==> src/rtl/tc_multi_pkg.sv <==
// rtl/tc_multi_pkg.sv - shared register offsets, CTRL fields, mode codes and channel state enum
package tc_multi_pkg;

  localparam logic [1:0] REG_CTRL   = 2'd0;
  localparam logic [1:0] REG_PRESET = 2'd1;
  localparam logic [1:0] REG_COUNT  = 2'd2;
  localparam logic [1:0] REG_STATUS = 2'd3;

  localparam int CTRL_EN    = 0;
  localparam int CTRL_MODE  = 1;
  localparam int CTRL_IM    = 3;
  localparam int CTRL_PRESC = 8;

  localparam logic [1:0] MODE_ONESHOT = 2'b00;
  localparam logic [1:0] MODE_AUTO    = 2'b01;
  localparam logic [1:0] MODE_FREE    = 2'b10;

  typedef enum logic [1:0] {
    ST_IDLE,
    ST_LOAD,
    ST_CNT,
    ST_INT
  } state_t;

  // Code 11 is not a mode of its own; it behaves as one-shot.
  function automatic logic mode_oneshot(input logic [1:0] mode);
    return (mode == MODE_ONESHOT) || (mode == 2'b11);
  endfunction

endpackage

==> src/rtl/tc_multi_if.sv <==
// rtl/tc_multi_if.sv - bridge-side register bus of the multi-channel timer
interface tc_multi_if;
  logic [3:0]  byteen;
  logic [31:0] addr;
  logic [31:0] wdata;
  logic [31:0] rdata;
  logic        IRQ;

  modport master (output byteen, addr, wdata, input rdata, IRQ);
  modport slave  (input byteen, addr, wdata, output rdata, IRQ);
endinterface

==> src/rtl/tc_channel.sv <==
// rtl/tc_channel.sv - one timer channel: registers, prescaler, count FSM, pending flag
module tc_channel
  import tc_multi_pkg::*;
#(
  parameter int CNT_W = 32,
  parameter int PRE_W = 8
) (
  input  logic        clk,
  input  logic        RESET,
  input  logic        we,
  input  logic [1:0]  reg_sel,
  input  logic [31:0] bmask,
  input  logic [31:0] wdata,
  output logic [31:0] rdata,
  output logic        irq
);

  state_t             state, state_nx;
  logic               en, im, pend;
  logic [1:0]         mode;
  logic [PRE_W-1:0]   presc, pre_cnt;
  logic [CNT_W-1:0]   preset, count;
  logic               tick, do_load, do_count, set_pend, clr_en;
  logic               wr_ctrl, wr_preset, clr_pend;
  logic [31:0]        ctrl_word, ctrl_base, ctrl_new, preset_new;
  logic               unused_bits;

  // PRESC is compared live, so a new divider applies on the very next cycle
  assign tick = (pre_cnt == presc);
  assign irq  = pend & im;
  assign unused_bits = ^{ctrl_new, preset_new};

  // Bus view of the registers; unimplemented bits read as zero
  always_comb begin
    ctrl_word = '0;
    ctrl_word[CTRL_EN]           = en;
    ctrl_word[CTRL_MODE +: 2]    = mode;
    ctrl_word[CTRL_IM]           = im;
    ctrl_word[CTRL_PRESC +: PRE_W] = presc;
    rdata = '0;
    case (reg_sel)
      REG_CTRL:   rdata = ctrl_word;
      REG_PRESET: rdata = 32'(preset);
      REG_COUNT:  rdata = 32'(count);
      REG_STATUS: rdata[0] = pend;
    endcase
  end

  // Channel FSM next state and the strobes it issues to the datapath
  always_comb begin
    state_nx = state;
    do_load  = 1'b0;
    do_count = 1'b0;
    set_pend = 1'b0;
    clr_en   = 1'b0;
    case (state)
      ST_IDLE: if (en) state_nx = ST_LOAD;
      ST_LOAD: begin
        do_load  = 1'b1;
        state_nx = ST_CNT;
      end
      ST_CNT: begin
        if (!en) begin
          state_nx = ST_IDLE;
        end else begin
          do_count = 1'b1;
          if (tick && (count <= CNT_W'(1))) state_nx = ST_INT;
        end
      end
      ST_INT: begin
        set_pend = (mode != MODE_FREE);
        if (mode_oneshot(mode)) begin
          clr_en   = 1'b1;
          state_nx = ST_IDLE;
        end else begin
          state_nx = ST_LOAD;
        end
      end
      default: state_nx = ST_IDLE;
    endcase
  end

  // Byte-lane merge; the hardware EN clear is folded in first so a CPU write to byte 0 overrides it
  always_comb begin
    wr_ctrl   = we && (reg_sel == REG_CTRL);
    wr_preset = we && (reg_sel == REG_PRESET);
    clr_pend  = we && (reg_sel == REG_STATUS) && bmask[0] && wdata[0];
    ctrl_base = ctrl_word;
    if (clr_en) ctrl_base[CTRL_EN] = 1'b0;
    ctrl_new   = (ctrl_base & ~bmask) | (wdata & bmask);
    preset_new = (32'(preset) & ~bmask) | (wdata & bmask);
  end

  // FSM state register
  always_ff @(posedge clk) begin
    if (!RESET) state <= ST_IDLE;
    else        state <= state_nx;
  end

  // Channel registers, prescaler and counter
  always_ff @(posedge clk) begin
    if (!RESET) begin
      en      <= 1'b0;
      mode    <= '0;
      im      <= 1'b0;
      presc   <= '0;
      preset  <= '0;
      count   <= '0;
      pre_cnt <= '0;
      pend    <= 1'b0;
    end else begin
      if (wr_ctrl) begin
        en    <= ctrl_new[CTRL_EN];
        mode  <= ctrl_new[CTRL_MODE +: 2];
        im    <= ctrl_new[CTRL_IM];
        presc <= ctrl_new[CTRL_PRESC +: PRE_W];
      end else if (clr_en) begin
        en <= 1'b0;
      end
      if (wr_preset) preset <= preset_new[CNT_W-1:0];
      if (do_load) begin
        count   <= preset;
        pre_cnt <= '0;
      end else if (do_count) begin
        if (tick) begin
          pre_cnt <= '0;
          count   <= (count > CNT_W'(1)) ? count - CNT_W'(1) : '0;
        end else begin
          pre_cnt <= pre_cnt + PRE_W'(1);
        end
      end
      if (set_pend)      pend <= 1'b1;
      else if (clr_pend) pend <= 1'b0;
    end
  end

endmodule

==> src/rtl/tc_multi.sv <==
// rtl/tc_multi.sv - multi-channel down-counting timer behind one bridge slot
module tc_multi #(
  parameter int NUM_CH = 2,
  parameter int CNT_W  = 32,
  parameter int PRE_W  = 8
) (
  input  logic   clk,
  input  logic   RESET,
  tc_multi_if.slave bus
);

  logic [2:0]  ch_sel;
  logic [1:0]  reg_sel;
  logic [31:0] bmask;
  logic        wr_any;
  logic [31:0] ch_rdata [NUM_CH];
  logic [NUM_CH-1:0] ch_irq;
  logic        unused_bits;

  assign ch_sel  = bus.addr[6:4];
  assign reg_sel = bus.addr[3:2];
  assign wr_any  = |bus.byteen;
  assign bmask   = {{8{bus.byteen[3]}}, {8{bus.byteen[2]}}, {8{bus.byteen[1]}}, {8{bus.byteen[0]}}};
  assign unused_bits = ^{bus.addr[31:7], bus.addr[1:0]};

  for (genvar g = 0; g < NUM_CH; g++) begin : g_ch
    tc_channel #(
      .CNT_W(CNT_W),
      .PRE_W(PRE_W)
    ) u_ch (
      .clk    (clk),
      .RESET  (RESET),
      .we     (wr_any && (ch_sel == 3'(g))),
      .reg_sel(reg_sel),
      .bmask  (bmask),
      .wdata  (bus.wdata),
      .rdata  (ch_rdata[g]),
      .irq    (ch_irq[g])
    );
  end

  // Read mux; a channel index with no instance reads as zero
  always_comb begin
    bus.rdata = '0;
    for (int i = 0; i < NUM_CH; i++) begin
      if (ch_sel == 3'(i)) bus.rdata = ch_rdata[i];
    end
  end

  assign bus.IRQ = |ch_irq;

endmodule
==> src/flat_wrapper.sv <==
// flat-port wrapper written by rule: the top's interface ports become plain ports
module tc_multi_flat 
#(
  parameter int NUM_CH = 2,
  parameter int CNT_W  = 32,
  parameter int PRE_W  = 8
)
  (clk, RESET, bus_byteen, bus_addr, bus_wdata, bus_rdata, bus_IRQ);
  tc_multi_if bus_i ();
  input  logic clk;
  input  logic RESET;
  input wire logic [$bits(bus_i.byteen)-1:0] bus_byteen;
  input wire logic [$bits(bus_i.addr)-1:0] bus_addr;
  input wire logic [$bits(bus_i.wdata)-1:0] bus_wdata;
  output wire logic [$bits(bus_i.rdata)-1:0] bus_rdata;
  output wire logic [$bits(bus_i.IRQ)-1:0] bus_IRQ;
  assign bus_i.byteen = bus_byteen;
  assign bus_i.addr = bus_addr;
  assign bus_i.wdata = bus_wdata;
  assign bus_rdata = bus_i.rdata;
  assign bus_IRQ = bus_i.IRQ;
  tc_multi #(.NUM_CH(NUM_CH), .CNT_W(CNT_W), .PRE_W(PRE_W)) u_core (.clk(clk), .RESET(RESET), .bus(bus_i));
endmodule
==> config.mk <==
export PLATFORM = sky130hd
export DESIGN_NAME = tc_multi_flat
export DESIGN_NICKNAME = d
export VERILOG_FILES = /design/src/rtl/tc_multi_pkg.sv /design/src/rtl/tc_multi_if.sv /design/src/rtl/tc_channel.sv /design/src/rtl/tc_multi.sv /design/src/flat_wrapper.sv
export SDC_FILE = /design/constraint.sdc
export NUM_CORES = 1
export LEC_CHECK = 0
export ABC_AREA = 1
export CAP_MARGIN = 15
export CELL_PAD_IN_SITES_DETAIL_PLACEMENT = 0
export CELL_PAD_IN_SITES_GLOBAL_PLACEMENT = 2
export CORE_MARGIN = 4
export CORE_UTILIZATION = 32
export DETAILED_ROUTE_END_ITERATION = 16
export PLACE_DENSITY = 0.82
export SYNTH_ARGS = -nofsm -noshare
export SYNTH_HDL_FRONTEND = slang
export SYNTH_HIERARCHICAL = 1
export SYNTH_SLANG_ARGS = --single-unit
export TNS_END_PERCENT = 30
==> constraint.sdc <==
create_clock -name clk -period 1.9 [get_ports clk]
set_input_delay 0.285 -clock clk [delete_from_list [all_inputs] [get_ports clk]]
set_output_delay 0.285 -clock clk [all_outputs]
set_load 0.1 [all_outputs]
After elaboration in Yosys (flattened, before gate mapping)
Cells that the tools add are included.
{"block": "op_classes", "addsub": 4, "order_cmp": 4, "eq_ne": 20, "mux": 46, "n_bitwise": 13, "reduce_logical": 36}
{"operator": "$mux 32", "n": 10}
{"operator": "$pmux 31 s3", "n": 2}
{"operator": "$and 32x32->32", "n": 3}
{"operator": "$gt 32x1->1 const B", "n": 2}
{"operator": "$le 32x1->1 const B", "n": 2}
{"operator": "$or 32x32->32", "n": 2}
{"operator": "$sub 32x1->32 const B", "n": 2}
{"operator": "$and 16x16->16", "n": 2}
{"operator": "$not 32->32", "n": 1}
{"operator": "$or 16x16->16", "n": 2}
{"operator": "$mux 1", "n": 22}
{"operator": "$add 8x1->8 const B", "n": 2}
{"operator": "$eq 2x2->1 const B", "n": 8}
{"operator": "$eq 8x8->1", "n": 2}
{"operator": "$mux 8", "n": 2}
{"operator": "$pmux 2 s4", "n": 2}
{"operator": "$logic_and 1x1->1", "n": 14}
{"operator": "$mux 2", "n": 6}
{"operator": "$reduce_bool 2->1", "n": 6}
{"operator": "$logic_not 2->1", "n": 5}
{"operator": "$ne 2x2->1 const B", "n": 4}
{"operator": "$pmux 1 s4", "n": 2}
{"operator": "$reduce_and 2->1", "n": 4}
{"operator": "$eq 2x1->1 const B", "n": 3}
{"operator": "other kinds (8)", "n": 13}
{"block": "word_totals", "ff_bits": 174, "in_bits": 70, "output_inout_bits": 33}

Logic depth before layout (Yosys ltp)
{"block": "logic_depth", "word_depth": 8, "mapped_depth": 14}

Modules after synthesis
Netlist, hierarchy kept.
{"module": "tc_channel", "n_inst": 2, "cells_each": 845, "area_each_um2": 5285.1, "seq_area_each_um2": 1741.7}
{"module": "tc_multi", "n_inst": 1, "cells_each": 128, "area_each_um2": 690.7, "seq_area_each_um2": 0.0}

Least setup slack after synthesis
Ideal clock, no wire load.
{"block": "synth_timing", "path_type": "in2out", "start": "input bus_addr[3]", "end": "output bus_rdata[10]", "arrival_time_ps": 1664, "required_time_ps": 1615, "slack_ps": -49, "path_stages": 7, "n_path_buf": 1, "cell_sequence": "inv_1 > nor2_1 > clkbuf_1 > nand2_1 > o221ai_1 > nand4_1 > nand2_1"}
{"item": "from (decl)", "line": "flat_wrapper.sv:13", "rtl": "input wire logic [$bits(bus_i.addr)-1:0] bus_addr;"}
{"item": "to (decl)", "line": "flat_wrapper.sv:15", "rtl": "output wire logic [$bits(bus_i.rdata)-1:0] bus_rdata;"}

==> impl_metrics.json <==
{
  "synth_top_area_share_pct": 30.9,
  "syn_to_final_growth_pct": 31.5,
  "postLayoutCellArea_mm2": 0.0148,
  "rsz0062_at_grt": "yes",
  "synth_cell_types": 35,
  "ys_top_cells_by_area": "dfxtp_1, nand2_1, nor2_1",
  "numCtsBuffers": 17,
  "p_leak_nw": 6.05,
  "ys_ff_latch": 174,
  "startpoint_type": "flip-flop",
  "ir_worst_vdd_mv": 0.635,
  "slew_violations": 0,
  "gp_congestion": 0.893,
  "routed-wl-met2_mm": 20.3,
  "cts-root-buf": "clkbuf_16",
  "netlist_instances": 1818,
  "drtIter0Drc": 834,
  "viasPerCell": 5.01,
  "first_global_vias": 11509,
  "fmax_mhz": 530,
  "cts_sinks": 174,
  "worst_slack_ns": 0.0126,
  "yosysWarnings": 6,
  "placed_cell_area_mm2": 0.0137,
  "ant_nets": 0,
  "wire_per_inst_um": 17.6,
  "tns_ns": 0,
  "port_buffers": 75,
  "synth_largest_area_cell": "dfxtp_1",
  "grtUsageTotal_pct": 21.9,
  "antenna_cells": 0,
  "crit_type": "flip-flop to output port",
  "num_rows": 68,
  "grt_first_pass_wirelength_mm": 66.5,
  "maxSlewHeadroom_pct": 68.8,
  "worstMarginPinSlew_ns": 0.468,
  "post-route-period-util_pct": 99.3,
  "maxCapViolCount": 0,
  "drive_gt1_share_pct": 20.1,
  "cp.arrival_ns": 1.60,
  "syn-num-nets": 1896,
  "postSynth.asyncResetShare_pct": 0,
  "wl_mm": 43.1,
  "start_util_pct": 32.5,
  "dp_hpwl_mm": 33.0,
  "highest_layer": "met4",
  "drtPass1Iterations": 5,
  "cp.required_ns": 1.62,
  "clock_latency_ns": 0.45,
  "globalRoute.totalOverflow": 0,
  "grt_max_degree": 66,
  "skew_ns": 0.0111,
  "clk_pin_slew_worst_paths_ns": 0.07,
  "io_pins": 103,
  "dieArea_mm2": 0.0383,
  "wl_met1_mm": 20.0,
  "cp-end-kind": "output port",
  "drc": 0,
  "wl_met3_mm": 1.80,
  "synth.avg_cell_area_um2": 6.19,
  "setup_viol": 0,
  "cts_max_level": 4,
  "cts_tree": "done",
  "nNetsFinal": 2059,
  "power_density_mw_per_mm2": 552,
  "outcome": "completed",
  "fin_crit_ns": 1.89,
  "die_w_um": 196,
  "crit_fanout": 3,
  "seq_area_frac_synth_pct": 30.9,
  "hold_viol": 0,
  "final_cell_mix": "nand2_1, inv_1, nor2_1",
  "ys.flop_type": "dfxtp_1",
  "finalCoreUtilization_pct": 42.8,
  "synth_edf_count": 0,
  "die_y_um": 196,
  "vias": 12259,
  "cts.path.max_buffers": 2,
  "fp.coreArea_mm2": 0.0346,
  "antenna_found_initial": 1,
  "hp-class": "input pin to flip-flop",
  "place_ws_ns": -0.457,
  "syn_area_mm2": 0.0113,
  "final_common_cell": "nand2_1"
}
## layout make-up
cell class / count / area [um2]
inverter: 244 / 916
tap: 455 / 569
timing repair buffer: 224 / 2410
sequential: 174 / 3540
fill: 3677 / 19800
multi-input combinational: 1319 / 6790
clock inverter: 13 / 136
timing repair inverter: 1 / 7.51
clock buffer: 19 / 443
## critical path: stages, from the launching register on
cell and delay, ns:
dfxtp_1 0.36, buf_4 0.14, inv_1 0.07, o22ai_1 0.13, nand4_1 0.16, nand2_2 0.12, buf_12 0.17
## per-stage QoR
stage          hold slack [ns]  power (W)  instances
2_1_floorplan            0.444    0.00421       1818
3_3_place_gp             0.461    0.00461       2410
3_5_place_dp             0.463    0.00461       2410
4_1_cts                  0.208    0.00824       2444
5_1_grt                  0.250    0.00848       2449
6_report                 0.227    0.00818       2449
## Yosys cell counts (3+ instances only)
cell         n
nand3_1    151
nand4_1     42
o221ai_1    22
dfxtp_1    174
nor2_1     233
a21oi_1    116
nor2_2      12
buf_6       13
clkbuf_1    43
nor2_4       4
nor3b_1      4
o22ai_1     42
inv_2       12
or2_2        3
a21oi_2     10
xnor2_1     20
o21ai_0    128
buf_2       16
nand2_1    449
o2111ai_1    4
inv_1      232
nor3_1      10
xor2_1      28
buf_1        7
ha_1         8
nand3_2     18
## timing repair
action | 4_1_cts | 5_1_grt
hold buffers | 0 | 0
resized for setup | 57 | 93
gates cloned | 1 | 1
buffers inserted | 1 | 4
pin swaps | 7 | 22
endpoints found under the setup margin | 47 | 84
## report_power, final
group	internal, W	switching [W]	total, W
Clock	0.00198	0.00163	0.00361
Combinational	0.000310	0.000569	0.000879
Sequential	0.00367	0.0000195	0.00369
## cell families after synthesis
| group | Yosys count | synth area share (%) |
|---|---|---|
| flops | 174 | 30.9 |
| compound gates | 330 | 16.5 |
| xor+xnor | 48 | 3.73 |
| simple gates | 933 | 36.0 |
| buf+inv | 325 | 11.9 |
| fa+ha+maj | 8 | 0.889 |
## worst paths after layout
check | cells past startpoint | slack (ns) | endpoint | start
min reg2reg | 2 | 0.48 | flip-flop | flip-flop
min | 3 | 0.23 | flip-flop | RESET
max | 6 | 0.01 | bus_rdata[20] | u_core/g_ch[1].u_ch/count[20]$_SDFFE_PN0P_
max reg2reg | 12 | 0.08 | u_core/g_ch[0].u_ch/count[29]$_SDFFE_PN0P_ | u_core/g_ch[0].u_ch/count[0]$_SDFFE_PN0P_
## layer usage
layer | up-vias | global-route usage, %
met2 | 286 | 35.6
li1 | 6237 | -
met4 | 0 | 6.13
met3 | 56 | 2.81
met1 | 5680 | 30.6
met5 | - | 0
Power figures use the tool's default switching activity.
